$ cat config.mk
export PLATFORM = sky130hd
export DESIGN_NAME = wrapper
export DESIGN_NICKNAME = d
export VERILOG_FILES = /design/src/rtl/wrapper.sv
export SDC_FILE = /design/constraint.sdc
export NUM_CORES = 1
export LEC_CHECK = 0
export CORE_MARGIN = 1.5
export CORE_UTILIZATION = 32
export CTS_CLUSTER_DIAMETER = 150
export DETAILED_ROUTE_END_ITERATION = 10
export PLACE_DENSITY = 0.78
export REMOVE_ABC_BUFFERS = 1
export SYNTH_ARGS = -nofsm -noshare
export SYNTH_HDL_FRONTEND = slang
export SYNTH_SLANG_ARGS = --single-unit
$ cat constraint.sdc
create_clock -name CLK -period 2.3 [get_ports CLK]
set_clock_uncertainty 0.05 [all_clocks]
set_input_delay 0.23 -clock CLK [delete_from_list [all_inputs] [get_ports CLK]]
set_output_delay 0.23 -clock CLK [all_outputs]
set_load 0.02 [all_outputs]
$ cat src/rtl/wrapper.sv
// wrapper: colour-selector shell around a hardwired program sequencer.
// A 9-bit byte program counter loops through 0x040..0x128. At 0x044 the
// push-buttons are sampled. At 0x124 the DIP-selected RGB565 channel is
// stepped up or down by one with saturation. The result drives the
// seven-segment display, the LEDs and the OLED data bus.
module wrapper #(
    parameter int N_LEDs_OUT = 8,
    parameter int N_DIPs     = 16,
    parameter int N_PBs      = 3
) (
    input  logic                  CLK,
    input  logic                  RESET,
    input  logic [N_DIPs-1:0]     DIP,
    input  logic [N_PBs-1:0]      PB,
    output logic [N_LEDs_OUT-1:0] LED_OUT,
    output logic [6:0]            LED_PC,
    output logic [31:0]           SEVENSEGHEX,
    output logic [7:0]            UART_TX,
    input  logic                  UART_TX_ready,
    output logic                  UART_TX_valid,
    input  logic [7:0]            UART_RX,
    input  logic                  UART_RX_valid,
    output logic                  UART_RX_ack,
    output logic                  OLED_Write,
    output logic [6:0]            OLED_Col,
    output logic [5:0]            OLED_Row,
    output logic [23:0]           OLED_Data,
    input  logic [31:0]           ACCEL_Data,
    output logic                  ACCEL_DReady
);

    // Program addresses of the fixed loop.
    localparam logic [8:0] PC_RESET = 9'h000;
    localparam logic [8:0] PC_LOOP  = 9'h040;
    localparam logic [8:0] PC_READ  = 9'h044;
    localparam logic [8:0] PC_WRITE = 9'h124;
    localparam logic [8:0] PC_LAST  = 9'h128;

    // Button codes that move the selected channel. Any other code holds it.
    localparam logic [N_PBs-1:0] PB_UP   = N_PBs'(3'b100);
    localparam logic [N_PBs-1:0] PB_DOWN = N_PBs'(3'b001);

    // Increment or decrement a 5-bit field, clamping at 0 and 31.
    function automatic logic [4:0] sat_step5(input logic [4:0] val,
                                             input logic       up,
                                             input logic       dn);
        logic [4:0] res;
        res = val;
        if (up && (val != 5'h1F)) begin
            res = val + 5'd1;
        end else if (dn && (val != 5'h00)) begin
            res = val - 5'd1;
        end
        return res;
    endfunction

    // Increment or decrement a 6-bit field, clamping at 0 and 63.
    function automatic logic [5:0] sat_step6(input logic [5:0] val,
                                             input logic       up,
                                             input logic       dn);
        logic [5:0] res;
        res = val;
        if (up && (val != 6'h3F)) begin
            res = val + 6'd1;
        end else if (dn && (val != 6'h00)) begin
            res = val - 6'd1;
        end
        return res;
    endfunction

    logic [8:0]       r_pc;
    logic [N_PBs-1:0] r_pb_s;
    logic [15:0]      r_colour;
    logic             r_oled_wr;

    logic [8:0]       w_pc_next;
    logic             w_at_read;
    logic             w_at_write;
    logic             w_up;
    logic             w_dn;
    logic [4:0]       w_red;
    logic [5:0]       w_green;
    logic [4:0]       w_blue;
    logic [15:0]      w_colour_next;
    logic             w_unused;

    assign w_at_read  = (r_pc == PC_READ);
    assign w_at_write = (r_pc == PC_WRITE);
    assign w_up       = (r_pb_s == PB_UP);
    assign w_dn       = (r_pb_s == PB_DOWN);
    assign w_red      = r_colour[15:11];
    assign w_green    = r_colour[10:5];
    assign w_blue     = r_colour[4:0];

    // Next PC: sequential fetch, jumping back to the loop head after the last slot.
    always_comb begin
        w_pc_next = r_pc + 9'd4;
        if (r_pc == PC_LAST) begin
            w_pc_next = PC_LOOP;
        end
    end

    // Next colour: step only the DIP-selected channel; 2'b11 aliases red.
    always_comb begin
        w_colour_next = r_colour;
        case (DIP[1:0])
            2'b01:   w_colour_next[10:5]  = sat_step6(w_green, w_up, w_dn);
            2'b10:   w_colour_next[4:0]   = sat_step5(w_blue, w_up, w_dn);
            default: w_colour_next[15:11] = sat_step5(w_red, w_up, w_dn);
        endcase
    end

    // Program counter register.
    always_ff @(posedge CLK or negedge RESET) begin
        if (!RESET) begin
            r_pc <= PC_RESET;
        end else begin
            r_pc <= w_pc_next;
        end
    end

    // Button snapshot taken once per pass; later PB activity is ignored.
    always_ff @(posedge CLK or negedge RESET) begin
        if (!RESET) begin
            r_pb_s <= '0;
        end else if (w_at_read) begin
            r_pb_s <= PB;
        end
    end

    // Display register and its write strobe, both updated at the write slot.
    always_ff @(posedge CLK or negedge RESET) begin
        if (!RESET) begin
            r_colour  <= 16'h0000;
            r_oled_wr <= 1'b0;
        end else begin
            r_oled_wr <= w_at_write;
            if (w_at_write) begin
                r_colour <= w_colour_next;
            end
        end
    end

    assign LED_OUT     = N_LEDs_OUT'(r_colour[15:8]);
    assign LED_PC      = r_pc[8:2];
    assign SEVENSEGHEX = {16'h0000, r_colour};
    assign OLED_Write  = r_oled_wr;
    assign OLED_Data   = {w_red, w_red[4:2], w_green, w_green[5:4], w_blue, w_blue[4:2]};

    // Peripherals this program does not use are held idle.
    assign UART_TX       = 8'h00;
    assign UART_TX_valid = 1'b0;
    assign UART_RX_ack   = 1'b0;
    assign OLED_Col      = 7'd0;
    assign OLED_Row      = 6'd0;
    assign ACCEL_DReady  = 1'b0;

    // Inputs that the program never reads.
    assign w_unused = ^{DIP[N_DIPs-1:2], UART_TX_ready, UART_RX, UART_RX_valid, ACCEL_Data};

endmodule

After elaboration in Yosys (flattened, before gate mapping)
Cells that the tools add are included.
W data, S select, Z words.
{ "totals": {"reg_bits": 29, "inputBits": 63, "output_inout_bits": 96, "elab_cells": 47} }
{ "classes": {"addsub": 7, "eq_ne": 10, "mux": 7, "n_bitwise": 1, "reduce_logical": 16} }
{ "ops": {"columns": ["cell", "n"], "rows": [
  ["$mux W5", 4],
  ["$eq A9 B9 Y1 const B", 2],
  ["$mux W6", 2],
  ["$add A5 B1 Y5 const B", 2],
  ["$ne A5 B5 Y1 const B", 2],
  ["$reduce_bool A5 Y1", 2],
  ["$sub A5 B1 Y5 const B", 2],
  ["$add A9 B3 Y9 const B", 1],
  ["$eq A9 B7 Y1 const B", 1],
  ["$mux W9", 1],
  ["$reduce_and A3 Y1", 3],
  ["$add A6 B1 Y6 const B", 1],
  ["$logic_and A1 B1 Y1", 6],
  ["$ne A6 B6 Y1 const B", 1],
  ["$reduce_bool A2 Y1", 3],
  ["$reduce_bool A6 Y1", 1],
  ["$sub A6 B1 Y6 const B", 1],
  ["$eq A3 B1 Y1 const B", 1],
  ["$eq A3 B3 Y1 const B", 1],
  ["$eq A2 B1 Y1 const B", 1],
  ["$eq A2 B2 Y1 const B", 1],
  ["$reduce_or A2 Y1", 1],
  ["$not A1 Y1", 1]
]} }

Depth between registers and ports, before layout
Gate-level depths: netlist (run 1).
{ "logic_depth": {"depth_word": 4, "mapped_depth": 9, "depth_no_buf": 9} }

Worst setup path after synthesis (run 1)
No wires, ideal clock.
{ "synth_timing": {"path_type": "register to register", "start": "reg r_colour[13]", "end": "reg r_colour[15]", "setup_ps": 81, "arrival_ps": 2280, "required_ps": 2169, "path_slack_ps": -111, "stages_incl_launch_ff": 10, "n_path_buf": 0, "synth_period_minus_slack_ps": 2411, "cell_sequence": "dfrtp_1 -> nand4_1 -> o21ai_0 -> inv_1 -> fa_1 -> nor2b_1 -> o21ai_0 -> and3_1 -> o21ai_0 -> xnor2_1"} }
{ "synth_via": {"elab_chain_len": 4, "elab_cells_between_ends": 10, "classes_between": "add/sub: 2; eq/ne: 1; mux: 2; reduce/logical: 5"} }
{ "synth_rtl": {"columns": ["item", "line", "rtl"], "rows": [
  ["start: declaration", "73", "logic [15:0] r_colour;"],
  ["start signal: assignment", "139", "r_colour <= w_colour_next;"],
  ["branches (longest 4 deep; another with $sub A5 B1 Y5)", null, null]
]} }
Several ways; the timed one is not identified. The select of a mux whose other input is x is not followed.
A chain may end at the register's enable or synchronous reset.

Final worst setup path (run 1)
{ "layout_timing": {"start": "reg r_pb_s[0]", "end": "reg r_colour[10]"} }
{ "layout_via": {"elab_chain_len": 4, "elab_cells_between_ends": 7, "classes_between": "eq/ne: 2; mux: 1; reduce/logical: 4"} }
{ "layout_rtl": {"columns": ["item", "line", "rtl"], "rows": [
  ["start: declaration", "72", "logic [N_PBs-1:0] r_pb_s;"],
  ["start signal: assignment", "125", "r_pb_s <= '0;"],
  ["start signal: assignment", "127", "r_pb_s <= PB;"],
  ["$eq A3 B3 Y1 / $eq A3 B1 Y1 (equally long branches)", "89, 90", null],
  ["$logic_and A1 B1 Y1 (on tied branches)", "63, 65", null],
  ["$reduce_bool A2 Y1 (no line)", null, null],
  ["$reduce_and A3 Y1 (no line)", null, null]
]} }
Several ways; a longest one is shown, not always the timed one.

==> metrics.md, run 1 <==
| Metric | Value |
|---|---|
| Status | `finished clean` |
| Initial antenna violation count | `0` |
| Worst setup SP type | `register` |
| Cell Rows | `30` |
| Mapped Area | `about 2200 sq um` |
| CTS tree | `done` |
| Via count | `around 1.7k` |
| Final period util | `a little over nine tenths` |
| DRT Wirelength | `roughly 4.3 mm` |
| Layout area overhead | `31.1%` |
| Wire per inst | `11.3 microns` |
| Die W | `86.3 microns` |
| Antenna Nets Post-Route | `0` |
| WP data required | `about 2400 ps` |
| Asr flop ratio synth | `between 90% and 100%` |
| Unrepaired setup endpoints after global routing | `true` |
| DP HPWL | `between 3 and 4 mm` |
| Fmax | `between 400 and 500 MHz` |
| Peak supply drop | `around 320 uV` |
| Num ports | `roughly 160` |
| PD cells | `between 300 and 400 nW/um^2` |
| Critical path type | `register to register` |
| TritonCTS sink count | `27` |
| Leading area contributor after synthesis | `dfrtp_1` |
| Clk buf depth | `2` |
| Iteration-0 DRC Markers | `27` |
| Prevailing post-synth register cell | `dfrtp_1` |
| Fin cells | `380` |
| Post-synthesis cell type count | `34` |
| Slowest CP cell | `dfrtp_1` |
| Max Cap Viol | `0` |
| Synth warn | `0` |
| DIE HEIGHT | `roughly 86 microns` |
| Post-DR vias/cell | `4.37` |
| Root buffer cell | `clkbuf_8` |
| Synth Instances | `230` |
| Setup violators final | `0` |
| Final hold vios | `0` |
| Diode count | `0` |
| TritonCTS buffer count | `3` |
| GPL Wtd Cong | `between 0.8 and 0.9` |
| Pin count of the biggest net entering global routing | `28` |
| Clock H-tree levels | `1` |
| Worst min-delay path class | `input pin to asynchronous set/reset pin` |
| Sequential area share after synthesis | `a little under a third` |
| IO Port Bufs | `62` |
| Critical Path AT | `2390 ps` |
| Overall Global Routing Usage | `about 11%` |
| Cell Chain, Critical Path | `nor3b_2, buf_4, o21a_1, inv_2, ha_1, a211oi_2, o21bai_1, a2111o_1, o221a_1, o31ai_1` |
| Placed cells | `approximately 370` |
| Clk slew on worst S/H paths | `roughly 90 ps` |
| Drt pass-1 iters | `4` |
| First-pass GRT wire length | `a little under 7 mm` |
| Layout cells sized above 1 | `about a fifth` |
| Leakage power | `between 1 and 1.5 nW` |
| Die area | `around 7500 sq um` |
| Final worst setup slack | `about 34 ps` |
| Worst hold slack | `approximately 290 ps` |
| Drt drc | `0` |
| Synth top cells by count | `buf_4 (72), dfrtp_1 (27), ha_1 (15), xnor2_1 (14)` |
| Yosys top cell area share | `between 30% and 40%` |
| Max Slew Vio Count | `0` |
| NumNets Final | `382` |
| Area contributors post-synth | `dfrtp_1 (30%), buf_4 (24%), ha_1 (8.4%), xnor2_1 (5.5%), mux2_2 (3.5%)` |
| Setup WS pre-CTS | `-225 ps` |
| Worst Setup End Kind | `register` |
| Yosys reg bits | `27` |
| Critical-path maximum fanout | `5` |
| Grt ovf | `0` |
| Fin crit period | `2270 ps` |
| Dominant cell by count in the synthesized netlist | `buf_4` |
| Slowest stage delay, CP | `between 400 and 500 ps` |
| Post-synth EDFFs | `0` |
| Clock latency on the worst-skew pair | `270 ps` |
| Vias in the first global route | `between 1.5k and 2k` |
| Filler cells | `663` |
| Starting Density | `between 30% and 40%` |
| Synth Area per Inst | `9.66 sq um` |
| Core footprint | `slightly below 7000 sq um` |
-- placed cells by master, fill, tap and decap left out, types with 5 or more instances in the layout --
master	count
nand4_1	6
a21oi_1	8
a21o_1	6
buf_4	37
o21ai_0	5
clkdlybuf4s50_1	62
mux2_2	7
inv_1	9
nand3_1	5
xnor2_1	14
ha_1	14
nand2_1	8
conb_1	40
dfrtp_1	27
nor2_1	7
-- routing by layer --
metal	global-route usage [%]	up-vias	wire length [microns]
met5	0	-	0
met4	1.61	0	8
met3	2.19	2	220
met2	22.1	57	2270
met1	13.0	789	1790
li1	-	813	-
-- through the flow --
stage / TNS (ps) / utilization (%) / cell area, sq um / power (mW)
floorplan: -2080 / - / 1830 / 0.575
global placement: -410 / 41.6 / 2810 / 0.613
detailed placement: -683 / 41.6 / 2810 / 0.616
finish: 0 / 43.1 / 2910 / 0.880
global route: -183 / 43.1 / 2910 / 0.929
CTS: 0 / 43.0 / 2910 / 0.894
-- timing repair --
action | in CTS | in global routing
endpoints found under the setup margin | 6 | 6
resized for setup | 8 | 6
hold buffers | 0 | 0
setup buffers | 2 | 0
pin swaps | 2 | 2
gates cloned | 0 | 0
-- registers in the layout, summed over array words and instances, names as in the netlist --
name / flops
r_colour: 16
OLED_Write: 1
r_pc: 7
r_pb_s: 3
-- cells by family after synthesis --
family / synth area share [%]
adder cells (fa/ha/maj): 11.1
other: 0.169
AND/OR/NAND/NOR: 9.12
flip-flops: 30.4
buffers and inverters: 26.0
multiplexers: 5.35
XOR/XNOR: 7.09
AO/OA/AOI/OAI: 10.7
-- worst paths after layout --
kind	from	end	slack, ps	depth (start not counted)
max	r_pb_s[0]$_DFFE_PN0N_	r_colour[10]$_DFFE_PN0P_	30	10
min	RESET	OLED_Write$_DFF_PN0_	290	2
max reg2reg	r_pb_s[0]$_DFFE_PN0N_	r_colour[10]$_DFFE_PN0P_	30	10
min reg2reg	r_pc[7]$_DFF_PN0_	r_pc[7]$_DFF_PN0_	500	1
max in group asynchronous	RESET	r_colour[4]$_DFFE_PN0P_	1660	2
min in group CLK	r_pc[7]$_DFF_PN0_	r_pc[7]$_DFF_PN0_	500	1
-- cell type report --
type                    count  area [sq um]  area share, %
clock buffers               3          41.3           1.42
clock inverters             1          7.51          0.258
multi-input cells         160          1150           39.6
inverters                  10          37.5           1.29
well taps                  80           100           3.43
flip-flops and latches     27           676           23.2
repair buffers             99           898           30.8
-- power by group --
| part | switching [mW] | internal (mW) |
|---|---|---|
| Sequential | 0.00171 | 0.477 |
| Clock | 0.146 | 0.123 |
| Combinational | 0.0930 | 0.0402 |
-- critical path: cells and delay by family (launching register included) --
family	cells	cell delay, ps
fa+ha+maj	1	230
simple gates	1	210
buf+inv	2	230
compound gates	6	1030
flops	1	410
Note: power is estimated with default switching activity, not from simulation.
==> run 2: changes to the inputs <==
- RECOVER_POWER: not set -> 100
==> run 2 against run 1 <==
Clock power hardly changed. Routed wire length is 0.98% lower. Via count is 0.48% higher. Combinational power hardly changed. Final area is 0.52% lower. Flip-flop and latch count stayed put. Die area stayed put. Critical path depth stayed put. Critical path type unchanged. Critical endpoint unchanged. Highest routed layer unchanged.
==> metrics.md, run 2 (synthesis results as in run 1) <==
| Metric | Value |
|---|---|
| Unrepaired setup endpoints after global routing | `true (unchanged)` |
| Diode count | `0 (unchanged)` |
| Critical-path maximum fanout | `5 (unchanged)` |
| PD cells | `303 nW/um^2 (was 302 nW/um^2)` |
| Peak supply drop | `318 uV (was 319 uV)` |
| Critical Path Source | `r_pb_s[0]$_DFFE_PN0N_ (unchanged)` |
| Clock H-tree levels | `1 (unchanged)` |
| Vias in the first global route | `1603 (unchanged)` |
| Fin crit period | `2260 ps (was 2270 ps)` |
| Drt drc | `0 (unchanged)` |
| DP HPWL | `3.52 mm (unchanged)` |
| CTS Hold Bufs | `0 (unchanged)` |
| Core footprint | `6760 sq um (unchanged)` |
| IO Port Bufs | `62 (unchanged)` |
| Clock power share | `30.5% (about the same)` |
| Clock latency on the worst-skew pair | `270 ps (about the same)` |
| Antenna Nets Post-Route | `0 (unchanged)` |
| Die W | `86.3 microns (unchanged)` |
| Worst hold slack | `498 ps (was 285 ps)` |
| Overall Global Routing Usage | `11.3% (unchanged)` |
| Clk buf depth | `2 (unchanged)` |
| Max Cap Viol | `0 (unchanged)` |
| DIE HEIGHT | `86.3 microns (unchanged)` |
| Status | `finished clean (unchanged)` |
| Worst setup SP type | `register (unchanged)` |
| Sw frac | `27.3% (about the same)` |
| Die area | `7450 sq um (unchanged)` |
| TritonCTS sink count | `27 (unchanged)` |
| Reg power frac | `54.5% (was 54.4%)` |
| Setup violators final | `0 (unchanged)` |
| Placed cells | `374 (unchanged)` |
| Grt ovf | `0 (unchanged)` |
| Slew HR | `under 10%` |
| Setup WS pre-CTS | `-225 ps (unchanged)` |
| Max Slew Vio Count | `0 (unchanged)` |
| Pin count of the biggest net entering global routing | `28 (unchanged)` |
| Critical Path AT | `2390 ps (about the same)` |
| Pwr Total | `0.878 mW (was 0.880 mW)` |
| Final worst setup slack | `36.7 ps (was 33.7 ps)` |
| Clk slew on worst S/H paths | `90 ps (about the same)` |
| Root buffer cell | `clkbuf_8 (unchanged)` |
| Critical path endpoint | `r_colour[10]$_DFFE_PN0P_ (unchanged)` |
| Final hold vios | `0 (unchanged)` |
| Fin cells | `380 (unchanged)` |
| Post-DR vias/cell | `4.39 (was 4.37)` |
| TritonCTS buffer count | `3 (unchanged)` |
| Layout cells sized above 1 | `18.7% (was 20.0%)` |
| Via count | `1669 (was 1661)` |
| Final period util | `98.4% (was 98.5%)` |
| Reg with most FFs | `r_colour (unchanged)` |
| Setup TNS | `0 ps (unchanged)` |
| Net Sw Power | `0.240 mW (was 0.241 mW)` |
| Most frequent cells in the layout | `dlygate4sd3_1 (53), conb_1 (40), buf_4 (32), dfrtp_1 (27) (was clkdlybuf4s50_1 (62), conb_1 (40), buf_4 (37), dfrtp_1 (27))` |
| Most common cell after layout, fill and taps aside | `dlygate4sd3_1 (was clkdlybuf4s50_1)` |
| Wire per inst | `11.2 microns (was 11.3 microns)` |
| RR Startpoint | `r_pb_s[0]$_DFFE_PN0N_ (unchanged)` |
| Drt pass-1 iters | `3 (was 4)` |
| Comb pwr share | `14.9% (was 15.1%)` |
| Actual slew at the worst max-slew pin | `roughly 1400 ps` |
| Biggest regs | `r_colour (16), r_pc (7), r_pb_s (3) (unchanged)` |
| Fmax | `442 MHz (was 441 MHz)` |
| Cell Rows | `30 (unchanged)` |
| Hold Startpoint | `r_pc[7]$_DFF_PN0_` |
| WP data required | `2430 ps (about the same)` |
| Starting Density | `32.9% (unchanged)` |
| Worst R2R Path Depth | `10 (unchanged)` |
| Iteration-0 DRC Markers | `28 (was 27)` |
| First-pass GRT wire length | `6.90 mm (unchanged)` |
| Worst Setup End Kind | `register (unchanged)` |
| GPL Wtd Cong | `0.826 (unchanged)` |
| DRT Wirelength | `4.24 mm (was 4.29 mm)` |
| Reg-to-Reg End | `r_colour[10]$_DFFE_PN0P_ (unchanged)` |
| NumNets Final | `382 (unchanged)` |
| Worst min-delay path class | `register to register (was input pin to asynchronous set/reset pin)` |
| Critical path type | `register to register (unchanged)` |
| Layout area overhead | `30.5% (was 31.1%)` |
| Reg2Reg Setup Slack | `40 ps (was 30 ps)` |
| CTS tree | `done (unchanged)` |
| Num ports | `159 (unchanged)` |
| Leakage power | `1.51 nW (was 1.40 nW)` |
| Internal | `0.638 mW (was 0.640 mW)` |
| Max FFs per register | `16 (unchanged)` |
| Initial antenna violation count | `0 (unchanged)` |
## run 2: cell count changes in the layout (fill, tap and decap cells not counted), sizes merged
| cell | previous run | this run |
|---|---|---|
| buf | 37 | 32 |
| clkbuf | 3 | 8 |
| clkdlybuf4s50 | 62 | 9 |
| dlygate4sd3 | 0 | 53 |
## run 2: critical path, cell delays in order, from the launching register on
cell      delay [ps]
dfrtp_1          410
nor3b_2          210
buf_4            150
o21a_1           140
inv_2             80
ha_1             230
a211oi_2         200
o21bai_1         100
a2111o_1         410
o221a_1          120
o31ai_1           60
## run 2: timing repair
item | in CTS | in global routing
cloned | 0 | 0
setup endpoints to repair | 6 | 6
resized for setup | 8 | 6
buffers inserted | 2 | 0
pin swaps | 2 | 2
## run 2: area by class of cell
cell class | count | area (sq um)
flip-flops and latches | 27 | 676
repair buffers | 99 | 883
multi-input cells | 160 | 1150
well taps | 80 | 100
clock inverters | 1 | 7.51
fillers | 664 | 3860
inverters | 10 | 37.5
clock buffers | 3 | 41.3
## run 2: metal layers
layer	vias up	global-route usage [%]	routed length, microns
li1	815	-	-
met1	795	13.0	1750
met2	57	22.1	2270
met3	2	2.19	214
met4	0	1.61	8
met5	-	0	0
## run 2: how the worst min path moves through the flow
stage | end | slack [ps] | depth (start not counted)
6_report | r_pc[7]$_DFF_PN0_ | 500 | 1
5_1_grt | r_pb_s[1]$_DFFE_PN0N_ | 540 | 2
4_1_cts | OLED_Write$_DFF_PN0_ | 290 | 2
3_5_place_dp | r_pb_s[0]$_DFFE_PN0N_ | 480 | 1
3_3_place_gp | r_pb_s[0]$_DFFE_PN0N_ | 460 | 1
2_1_floorplan | OLED_Write$_DFF_PN0_ | -120 | 0
## run 2: power by group through the flow
stage | clock [mW] | sequential, mW | combinational (mW)
after floorplan | 0 | 0.488 | 0.0871
after global placement | 0 | 0.488 | 0.125
after detailed placement | 0 | 0.488 | 0.128
after CTS | 0.283 | 0.479 | 0.132
after global routing | 0.301 | 0.479 | 0.147
final | 0.268 | 0.479 | 0.131
## run 2: per-stage QoR
step	area (sq um)	util [%]
after global placement	2810	41.6
after detailed placement	2810	41.6
after floorplan	1830	-
final	2900	42.9
after global routing	2900	42.9
after CTS	2910	43.0
==> run 3: changes to the inputs <==
- CTS_CLUSTER_DIAMETER: 150 -> 30
==> results of run 3 <==
Same layout as run 2: the final DEF is identical, and so are final timing and power.
